$ cat src/rtl/switchover_sequencer_pkg.sv
// Shared types for the A/B host switchover sequencer.
// State encoding and host select constants.
package switchover_pkg;

  typedef enum logic [1:0] {
    HOST,
    GUARD,
    RESET_STBY,
    BOOT_STBY
  } state_t;

  localparam logic HOST_A = 1'b0;
  localparam logic HOST_B = 1'b1;

endpackage

$ cat src/rtl/switchover_sequencer_if.sv
// Heartbeat/command inputs and switch/reset/status outputs
// of the switchover sequencer.
interface switchover_sequencer_if;

  logic io_a;
  logic io_b;
  logic force_swi;
  logic com_swi;
  logic switch;
  logic reset_A;
  logic reset_B;
  logic busy;
  logic fault_A;
  logic fault_B;

  modport master (
    output io_a, io_b, force_swi, com_swi,
    input  switch, reset_A, reset_B, busy, fault_A, fault_B
  );

  modport slave (
    input  io_a, io_b, force_swi, com_swi,
    output switch, reset_A, reset_B, busy, fault_A, fault_B
  );

endinterface

$ cat src/rtl/switchover_sequencer_heartbeat_monitor.sv
// Saturating miss counter on one CPU heartbeat level;
// healthy drops on the FAIL_CYCLES-th consecutive low sample.
module heartbeat_monitor #(
  parameter int FAIL_CYCLES = 16
) (
  input  logic clk,
  input  logic rst_n,
  input  logic io,
  input  logic clr,
  output logic healthy
);

  localparam int W = $clog2(FAIL_CYCLES + 1);

  logic [W-1:0] cnt;

  always_ff @(posedge clk or negedge rst_n) begin
    if (!rst_n) begin
      cnt <= '0;
    end else if (io || clr) begin
      cnt <= '0;
    end else if (cnt != W'(FAIL_CYCLES)) begin
      cnt <= cnt + 1'b1;
    end
  end

  assign healthy = (cnt < W'(FAIL_CYCLES));

endmodule

$ cat src/rtl/switchover_sequencer.sv
// Host select FSM: dead-time guarded switchover plus bounded
// reset/boot retries of the standby CPU.
module switchover_sequencer
  import switchover_pkg::*;
#(
  parameter int FAIL_CYCLES  = 16,
  parameter int GUARD_CYCLES = 8,
  parameter int RST_CYCLES   = 32,
  parameter int BOOT_CYCLES  = 1024,
  parameter int MAX_RETRY    = 3
) (
  input logic                  clk,
  input logic                  rst_n,
  switchover_sequencer_if.slave bus
);

  localparam int GW = $clog2(GUARD_CYCLES + 1);
  localparam int RW = $clog2(RST_CYCLES + 1);
  localparam int BW = $clog2(BOOT_CYCLES + 1);
  localparam int TW = $clog2(MAX_RETRY + 1);

  state_t        state, state_d;
  logic [GW-1:0] guard_cnt, guard_cnt_d;
  logic [RW-1:0] rst_cnt, rst_cnt_d;
  logic [BW-1:0] boot_cnt, boot_cnt_d;
  logic [TW-1:0] retry, retry_d;
  logic          recover, recover_d;
  logic          switch_q, switch_d;
  logic          reset_a_q, reset_a_d;
  logic          reset_b_q, reset_b_d;
  logic          busy_q, busy_d;
  logic          fault_a_q, fault_a_d;
  logic          fault_b_q, fault_b_d;

  logic healthy_a, healthy_b;
  logic host_ok, stby_ok, stby_io, stby_fault;

  heartbeat_monitor #(.FAIL_CYCLES(FAIL_CYCLES)) u_mon_a (
    .clk     (clk),
    .rst_n   (rst_n),
    .io      (bus.io_a),
    .clr     (reset_a_q),
    .healthy (healthy_a)
  );

  heartbeat_monitor #(.FAIL_CYCLES(FAIL_CYCLES)) u_mon_b (
    .clk     (clk),
    .rst_n   (rst_n),
    .io      (bus.io_b),
    .clr     (reset_b_q),
    .healthy (healthy_b)
  );

  always_comb begin
    host_ok    = (switch_q == HOST_A) ? healthy_a : healthy_b;
    stby_ok    = (switch_q == HOST_A) ? healthy_b : healthy_a;
    stby_io    = (switch_q == HOST_A) ? bus.io_b : bus.io_a;
    stby_fault = (switch_q == HOST_A) ? fault_b_q : fault_a_q;
  end

  always_comb begin
    state_d     = state;
    guard_cnt_d = '0;
    rst_cnt_d   = '0;
    boot_cnt_d  = '0;
    retry_d     = retry;
    recover_d   = recover;
    switch_d    = switch_q;
    reset_a_d   = 1'b0;
    reset_b_d   = 1'b0;
    busy_d      = (state != HOST);
    fault_a_d   = fault_a_q;
    fault_b_d   = fault_b_q;

    unique case (state)
      HOST: begin
        if (bus.force_swi) begin
          state_d   = GUARD;
          recover_d = 1'b0;
        end else if (!host_ok && stby_ok) begin
          state_d   = GUARD;
          recover_d = 1'b1;
        end else if (bus.com_swi && stby_ok) begin
          state_d   = GUARD;
          recover_d = 1'b0;
        end else if (!stby_ok && !stby_fault &&
                     retry < TW'(MAX_RETRY)) begin
          state_d = RESET_STBY;
        end
      end
      GUARD: begin
        if (guard_cnt == GW'(GUARD_CYCLES - 1)) begin
          switch_d  = ~switch_q;
          state_d   = recover ? RESET_STBY : HOST;
          recover_d = 1'b0;
        end else begin
          guard_cnt_d = guard_cnt + 1'b1;
        end
      end
      RESET_STBY: begin
        if (rst_cnt == RW'(RST_CYCLES - 1)) begin
          state_d = BOOT_STBY;
          retry_d = retry + 1'b1;
        end else begin
          rst_cnt_d = rst_cnt + 1'b1;
        end
      end
      BOOT_STBY: begin
        if (stby_io) begin
          retry_d = '0;
          state_d = HOST;
        end else if (boot_cnt == BW'(BOOT_CYCLES - 1)) begin
          if (retry == TW'(MAX_RETRY)) begin
            if (switch_q == HOST_A) fault_b_d = 1'b1;
            else                    fault_a_d = 1'b1;
            retry_d = '0;
            state_d = HOST;
          end else begin
            state_d = RESET_STBY;
          end
        end else begin
          boot_cnt_d = boot_cnt + 1'b1;
        end
      end
      default: state_d = HOST;
    endcase

    // reset follows the standby under the post-toggle select
    if (state_d == RESET_STBY) begin
      if (switch_d == HOST_A) reset_b_d = 1'b1;
      else                    reset_a_d = 1'b1;
    end

    if (bus.io_a) fault_a_d = 1'b0;
    if (bus.io_b) fault_b_d = 1'b0;
  end

  always_ff @(posedge clk or negedge rst_n) begin
    if (!rst_n) begin
      state     <= HOST;
      guard_cnt <= '0;
      rst_cnt   <= '0;
      boot_cnt  <= '0;
      retry     <= '0;
      recover   <= 1'b0;
      switch_q  <= HOST_A;
      reset_a_q <= 1'b0;
      reset_b_q <= 1'b0;
      busy_q    <= 1'b0;
      fault_a_q <= 1'b0;
      fault_b_q <= 1'b0;
    end else begin
      state     <= state_d;
      guard_cnt <= guard_cnt_d;
      rst_cnt   <= rst_cnt_d;
      boot_cnt  <= boot_cnt_d;
      retry     <= retry_d;
      recover   <= recover_d;
      switch_q  <= switch_d;
      reset_a_q <= reset_a_d;
      reset_b_q <= reset_b_d;
      busy_q    <= busy_d;
      fault_a_q <= fault_a_d;
      fault_b_q <= fault_b_d;
    end
  end

  assign bus.switch  = switch_q;
  assign bus.reset_A = reset_a_q;
  assign bus.reset_B = reset_b_q;
  assign bus.busy    = busy_q;
  assign bus.fault_A = fault_a_q;
  assign bus.fault_B = fault_b_q;

endmodule

$ cat src/flat_wrapper.sv
// flat-port wrapper written by rule: the top's interface ports become plain ports
module switchover_sequencer_flat import switchover_pkg::*;
#(
  parameter int FAIL_CYCLES  = 16,
  parameter int GUARD_CYCLES = 8,
  parameter int RST_CYCLES   = 32,
  parameter int BOOT_CYCLES  = 1024,
  parameter int MAX_RETRY    = 3
)
  (clk, rst_n, bus_io_a, bus_io_b, bus_force_swi, bus_com_swi, bus_switch, bus_reset_A, bus_reset_B, bus_busy, bus_fault_A, bus_fault_B);
  switchover_sequencer_if bus_i ();
  input logic clk;
  input logic rst_n;
  input wire logic [$bits(bus_i.io_a)-1:0] bus_io_a;
  input wire logic [$bits(bus_i.io_b)-1:0] bus_io_b;
  input wire logic [$bits(bus_i.force_swi)-1:0] bus_force_swi;
  input wire logic [$bits(bus_i.com_swi)-1:0] bus_com_swi;
  output wire logic [$bits(bus_i.switch)-1:0] bus_switch;
  output wire logic [$bits(bus_i.reset_A)-1:0] bus_reset_A;
  output wire logic [$bits(bus_i.reset_B)-1:0] bus_reset_B;
  output wire logic [$bits(bus_i.busy)-1:0] bus_busy;
  output wire logic [$bits(bus_i.fault_A)-1:0] bus_fault_A;
  output wire logic [$bits(bus_i.fault_B)-1:0] bus_fault_B;
  assign bus_i.io_a = bus_io_a;
  assign bus_i.io_b = bus_io_b;
  assign bus_i.force_swi = bus_force_swi;
  assign bus_i.com_swi = bus_com_swi;
  assign bus_switch = bus_i.switch;
  assign bus_reset_A = bus_i.reset_A;
  assign bus_reset_B = bus_i.reset_B;
  assign bus_busy = bus_i.busy;
  assign bus_fault_A = bus_i.fault_A;
  assign bus_fault_B = bus_i.fault_B;
  switchover_sequencer #(.FAIL_CYCLES(FAIL_CYCLES), .GUARD_CYCLES(GUARD_CYCLES), .RST_CYCLES(RST_CYCLES), .BOOT_CYCLES(BOOT_CYCLES), .MAX_RETRY(MAX_RETRY)) u_core (.clk(clk), .rst_n(rst_n), .bus(bus_i));
endmodule
$ cat config.mk
export PLATFORM = sky130hd
export DESIGN_NAME = switchover_sequencer_flat
export DESIGN_NICKNAME = d
export VERILOG_FILES = /design/src/rtl/switchover_sequencer_pkg.sv /design/src/rtl/switchover_sequencer_if.sv /design/src/rtl/switchover_sequencer_heartbeat_monitor.sv /design/src/rtl/switchover_sequencer.sv /design/src/flat_wrapper.sv
export SDC_FILE = /design/constraint.sdc
export NUM_CORES = 1
export LEC_CHECK = 0
export BUFFER_PORTS_ARGS = -buffer_cell sky130_fd_sc_hd__buf_2
export CAP_MARGIN = 20
export CORE_UTILIZATION = 35
export DETAILED_ROUTE_END_ITERATION = 7
export PLACE_DENSITY_LB_ADDON = 0.05
export SYNTH_ARGS = -nofsm -noshare
export SYNTH_HDL_FRONTEND = slang
export SYNTH_SLANG_ARGS = --single-unit
$ cat constraint.sdc
create_clock -name clk -period 3.57 [get_ports clk]
set_input_delay 0.357 -clock clk [delete_from_list [all_inputs] [get_ports clk]]
set_output_delay 0.357 -clock clk [all_outputs]
set_load 0.1 [all_outputs]
==> results by group, run 1 <==
Run status
  • Status: completed

Floorplanning
  • Die height: 79.91 um
  • Starting density of the core: 0.3610
  • Die Area: around 0.0064 mm^2
  • Core Rows: 28
  • Core area: 0.005886 mm^2
  • Num ports: 12
  • Die X: 79.91 um

Routing
  • DRT antenna net count: 0
  • DRT Pass-1 Iters: 4
  • Drt initial violations: 76
  • Wire per inst: around 14 um
  • WL final: about 4100 um
  • Detailed-route via count: 1474
  • Via/cell ratio: slightly above 5
  • DRC violations left: 0

Global routing
  • Total track usage: 0.1485
  • Vias in the first global route: 1537
  • Largest net degree at the start of global routing: 43
  • Initial antenna violation count: 0
  • First-pass GRT wire length: about 7200 um
  • Grt ovf: 0

Clock tree
  • Clk buf depth: 2
  • Clock Sinks: 42
  • Inserted Clock Buffers: 5
  • CTS tree: built
  • Post_cts resized: 0
  • Hold buffer count at CTS: 0
  • Clock root cell: clkbuf_8
  • Worst-Skew Late Latency: ~0.3 ns
  • Post-CTS setup buffers: 0
  • Clock slew seen by the registers of the worst setup and hold paths: 0.08 ns
  • H-Tree Depth: 2

Cells and area
  • NumNets Final: about 230
  • Post-route cell area: ~0.0024 mm^2
  • ANT cells: 0
  • Layout cell share with drive strength beyond 1: 0.1604
  • Layout area overhead: 10.72%
  • Non-Filler Instances: about 290

Setup path
  • Ordered list of cells on the worst path: mux2i_1, nand2_2, or2_2, a221oi_1
  • Crit path launch type: flop
  • CP Depth: 4
  • Reg2Reg Capture Point: u_core.bus.reset_B
  • Reg2reg start: u_core.bus.switch
  • CP Class: reg -> reg
  • Critical Path Slowest Stage Cell: dfrtp_1
  • Worst Path Buf+Inv: 0
  • Worst r2r path cells: 4
  • Delay of the slowest critical-path stage: between 0.5 and 0.6 ns
  • Flop-to-flop setup slack: 1.78 ns
  • Worst Path Arrival: roughly 2.0 ns
  • Worst Path Required: between 3 and 4 ns
  • Crit path max-delay family: flip-flops
  • Worst Setup EP: u_core.bus.reset_B
  • Crit path from: u_core.bus.switch
  • CP Capture Type: flop
  • Worst Path Max Fanout: 10

Synth
  • #FFs+latches synth: 42
  • Avg Synthesized Cell Area: between 10 and 15 um^2
  • Top cells by area, synth: dfrtp_1 49%, xnor2_1 5.4%, ha_1 4.7%
  • Net count after synthesis: about 210
  • Post-synth top area share: 0.4947
  • Syn. warnings: 0
  • Post-synthesis sequential area ratio: 0.4947
  • Number of synthesized flops with an enable pin: 0
  • Top FF cell, synth: dfrtp_1
  • Synth Instances: 197
  • Async S/R FF share, synth: 1.000
  • Unique masters post-synth: between 40 and 50
  • Cell area after synthesis: between 0.002 and 0.0025 mm^2
  • Post-synth top area cell: dfrtp_1

Placed design
  • Dpl hpwl: around 3000 um
  • Placer congestion estimate: 0.7651
  • Placed cell area: roughly 0.0022 mm^2
  • Cell total after placement: between 200 and 300
  • PortBufs: 11

STA
  • Final Critical Period: roughly 1.8 ns
  • Final period util: 0.5001
  • Worst-Margin Slew: around 0.94 ns
  • Pins over their slew limit: 0
  • Clock skew: about 0.0075 ns
  • RSZ-0062 raised after global routing: false
  • TNS Setup: 0 ns
  • Max Freq: 560.1 MHz
  • Setup Viol. Count Final: 0
  • Fin. Hold Viols: 0
  • Slew HR: 0.3756

Power
  • Power, Total: approximately 0.0012 W
  • Maximum vdd drop: 0.0002664 V
  • PwrDens: 516.7 mW/mm^2
  • P_leak: 1.022 nW

Job
  • Maxcap violations: 0

Min path
  • Worst Hold Class: in -> async
-- report_power, final --
group          switching [W]  leakage [nW]  internal (W)  total [W]
sequential         0.0000624         0.559      0.000525   0.000587
combinational       0.000174         0.406     0.0000968   0.000271
clock               0.000162        0.0575      0.000195   0.000357
-- cell usage in the layout (no fill, tap or decap), drive strengths merged, types with 2 or more instances in the layout --
| master | synthesis | layout |
|---|---|---|
| a21oi | 2 | 2 |
| nand3 | 12 | 12 |
| nor4b | 2 | 2 |
| nand4 | 3 | 3 |
| nand2b | 3 | 3 |
| a221oi | 2 | 2 |
| xnor2 | 13 | 13 |
| buf | 4 | 11 |
| ha | 8 | 8 |
| clkbuf | 0 | 8 |
| xor2 | 9 | 9 |
| nor2 | 24 | 24 |
| a31oi | 3 | 3 |
| o221ai | 2 | 2 |
| nor4 | 4 | 4 |
| nor3b | 2 | 2 |
| dfrtp | 42 | 42 |
| nor2b | 4 | 4 |
| and2 | 4 | 4 |
| mux2i | 4 | 4 |
| and3 | 3 | 3 |
| or2 | 3 | 3 |
| nor3 | 11 | 11 |
| inv | 11 | 11 |
| nand2 | 7 | 7 |
-- sequential cells by signal (all words and copies together), names as in the netlist, 2 cells and up --
signal / count
u_core.u_mon_a.cnt: 5
u_core.guard_cnt: 4
u_core.state: 2
u_core.u_mon_b.cnt: 5
u_core.boot_cnt: 11
u_core.rst_cnt: 6
u_core.retry: 2
-- how the worst min path moves through the flow --
stage / slack (ns) / cells after the start / endpoint / startpoint
2_1_floorplan: 0.06 / 0 / u_core.boot_cnt[0] / rst_n
3_3_place_gp: 0.45 / 1 / u_core.guard_cnt[0] / u_core.guard_cnt[0]
3_5_place_dp: 0.45 / 1 / u_core.rst_cnt[0] / u_core.rst_cnt[0]
4_1_cts: 0.24 / 1 / u_core.u_mon_a.cnt[0] / rst_n
5_1_grt: 0.26 / 2 / u_core.recover / bus_force_swi
6_report: 0.20 / 1 / u_core.u_mon_a.cnt[2] / rst_n
-- logic make-up after synthesis --
family / synth area share
and+or+nand+nor: 0.2444
DFF: 0.4947
xor gates and xnor gates: 0.09070
AOI/OAI and AO/OA: 0.07009
buffers and inverters: 0.03415
adders and majority gates: 0.04712
muxes: 0.01885
-- cell usage after synthesis, types with 2 or more instances --
cell      instances
nand3_1          12
buf_4             2
nand2b_1          3
xnor2_1          13
nor4_1            2
a221oi_1          2
and3_1            3
or2_2             2
and2_2            2
nor3b_1           2
nor2b_1           4
inv_1            11
nor2_1           24
nand4_1           2
ha_1              8
a21oi_1           2
dfrtp_1          42
nor4_4            2
xor2_1            9
a31oi_1           3
mux2i_1           4
and2_1            2
nor3_1           11
nand2_1           6
-- metal layers --
metal / track usage / part of all wire
met5: 0 / 0
met4: 0.05357 / 0.016
met3: 0.03771 / 0.024
met2: 0.2436 / 0.48
met1: 0.1879 / 0.48
-- cell type report --
| cell class | count | area, um^2 |
|---|---|---|
| inverters | 11 | 41.29 |
| repair buffers | 11 | 55.05 |
| fillers | 583 | 3533 |
| well taps | 75 | 93.84 |
| flip-flops and latches | 42 | 1051 |
| multi-input cells | 140 | 1001 |
| clock buffers | 8 | 110.1 |
-- through the flow --
step	hold slack [ns]	util	setup slack, ns
global route	0.2610	0.3997	1.660
CTS	0.2414	0.3997	1.755
finish	0.1962	0.3997	1.784
floorplan	0.06141	-	1.436
detailed placement	0.4547	0.3810	1.823
global placement	0.4549	0.3810	1.873
No activity file was read; power rests on OpenSTA's default activity.
==> inputs of run 2 (changes only) <==
Clock period 3.57 ns to 1.8 ns, I/O delays scaled along.
==> results by group, run 2 (synthesis results as in run 1) <==
Run status
  • Status: completed

Cells and area
  • Layout cell share with drive strength beyond 1: 0.1935
  • Largest register FFs: 11
  • Largest regs: u_core.boot_cnt: 11 flops, u_core.rst_cnt: 6 flops
  • ANT cells: 0
  • Non-Filler Instances: 292
  • Most common cell after layout, fill and taps aside: dfrtp_1
  • Layout fillers: 584
  • NumNets Final: 230
  • Most frequent cells in the layout: 39 x dfrtp_1, 24 x nor2_1, 13 x xnor2_1, 12 x nand3_1
  • Layout area overhead: 12.31%
  • Reg with most FFs: u_core.boot_cnt

Routing
  • Via/cell ratio: about 5.1
  • Wire per inst: about 14 um
  • Drt initial violations: 87
  • WL final: approximately 4100 um
  • DRT antenna net count: 0
  • Detailed-route via count: between 1000 and 1500
  • DRT Pass-1 Iters: 4
  • DRC violations left: 0

Setup path
  • CP Capture Type: flop
  • Worst Path Arrival: about 1.9 ns
  • Worst Path Buf+Inv: 1
  • Crit path launch type: flop
  • Reg2reg start: u_core.guard_cnt[0]
  • Worst r2r path cells: 6
  • CP Class: reg -> reg
  • Reg2Reg Capture Point: u_core.bus.reset_B
  • Critical Path Slowest Stage Cell: dfrtp_1
  • Crit path max-delay family: simple AND/OR/NAND/NOR gates
  • Worst Path Max Fanout: 5
  • Worst Path Required: around 2.0 ns
  • Delay of the slowest critical-path stage: 0.41 ns
  • Ordered list of cells on the worst path: ha_1, and3b_2, and2_1, xnor2_1, inv_1, a221oi_1
  • Crit path from: u_core.guard_cnt[0]
  • Flop-to-flop setup slack: roughly 0.066 ns

Min path
  • End of the worst hold path: u_core.recover
  • Worst Hold Class: in -> reg
  • Hold Path Cell Cnt: 2
  • Hold Crit Start: bus_force_swi

Clock tree
  • CTS tree: built
  • Clock Sinks: 42
  • Inserted Clock Buffers: 5
  • H-Tree Depth: 2
  • Clock root cell: clkbuf_8
  • Clock slew seen by the registers of the worst setup and hold paths: roughly 0.080 ns
  • Post-CTS setup buffers: 0
  • Worst-Skew Late Latency: 0.30 ns
  • Clk buf depth: 2

STA
  • Final period util: 0.9631
  • Pins over their slew limit: 0
  • Setup Viol. Count Final: 0
  • Clock skew: 0.01054 ns
  • TNS Setup: 0 ns
  • RSZ-0062 raised after global routing: true
  • Final Critical Period: 1.734 ns
  • Fin. Hold Viols: 0
  • Max Freq: 576.8 MHz
  • Slew HR: 0.6789
  • Worst-Margin Slew: 0.4850 ns

Global routing
  • Grt ovf: 0
  • Vias in the first global route: 1512
  • Total track usage: 0.1474
  • First-pass GRT wire length: just over 7000 um
  • Largest net degree at the start of global routing: 19
  • Initial antenna violation count: 0

Placed design
  • PortBufs: 11
  • Dpl hpwl: around 3000 um
  • Placer congestion estimate: about 0.68
  • Cell total after placement: 283

Floorplanning
  • Die Area: roughly 0.0064 mm^2
  • Starting density of the core: 0.3610
  • Die height: 79.91 um
  • Die X: between 70 and 80 um
  • Core Rows: 28
  • Num ports: 12
  • Core area: ~0.006 mm^2

Power
  • Maximum vdd drop: about 0.00048 V
  • PwrDens: approximately 990 mW/mm^2
  • P_leak: ~1.0 nW

Job
  • Maxcap violations: 0
==> run 2: worst max-delay path by stage <==
stage                                    end  slack (ns)  cells past startpoint
after CTS                 u_core.bus.reset_B        0.03                      5
final                     u_core.bus.reset_B        0.07                      6
after detailed placement  u_core.bus.reset_A        0.07                      5
after global placement    u_core.bus.reset_B        0.11                      5
after global routing      u_core.bus.reset_B       -0.04                      6
after floorplan           u_core.bus.reset_A        0.02                      5
==> run 2: area by class of cell <==
| class | count | area [um^2] | share of cell area |
|---|---|---|---|
| Clock buffer | 6 | 82.58 | 0.03461 |
| Tap cell | 75 | 93.84 | 0.03933 |
| Inverter | 11 | 41.29 | 0.01730 |
| Clock inverter | 2 | 12.51 | 0.005244 |
| Sequential cell | 42 | 1057 | 0.4431 |
| Multi-Input combinational cell | 140 | 1003 | 0.4206 |
| Timing Repair Buffer | 16 | 95.09 | 0.03985 |
==> run 2: routing by layer <==
metal / wire [um] / part of all wire / up-vias / global-route usage
li1: - / - / 727 / -
met1: 1886 / 0.47 / 728 / 0.1864
met2: 1964 / 0.48 / 19 / 0.2385
met3: 121 / 0.030 / 7 / 0.03543
met4: 81 / 0.020 / 0 / 0.06429
met5: 0 / 0 / - / 0
==> run 2: timing repair <==
| item | CTS | global route |
|---|---|---|
| endpoints found under the hold margin | 12 | 0 |
| setup endpoints to repair | 0 | 3 |
| gates resized for setup | 0 | 1 |
| hold buffers | 1 | 0 |
==> run 2: through the flow <==
stage	util	worst slack (ns)	power [W]	area (um^2)	hold slack [ns]
floorplan	-	0.01530	0.001631	2131	-0.1156
global placement	0.3871	0.1076	0.001725	2278	0.07870
detailed placement	0.3871	0.07004	0.001752	2278	0.09530
CTS	0.4050	0.02681	0.002400	2384	0.07327
global route	0.4054	-0.04380	0.002510	2386	0.07044
finish	0.4054	0.06639	0.002353	2386	0.08617
==> run 2: power breakdown <==
part	leakage (nW)	total (W)	internal, W	switching [W]
Clock	0.0472	0.000625	0.000308	0.000317
Sequential	0.554	0.00116	0.00105	0.000110
Combinational	0.426	0.000568	0.000208	0.000360
Total	1.03	0.00235	0.00157	0.000787
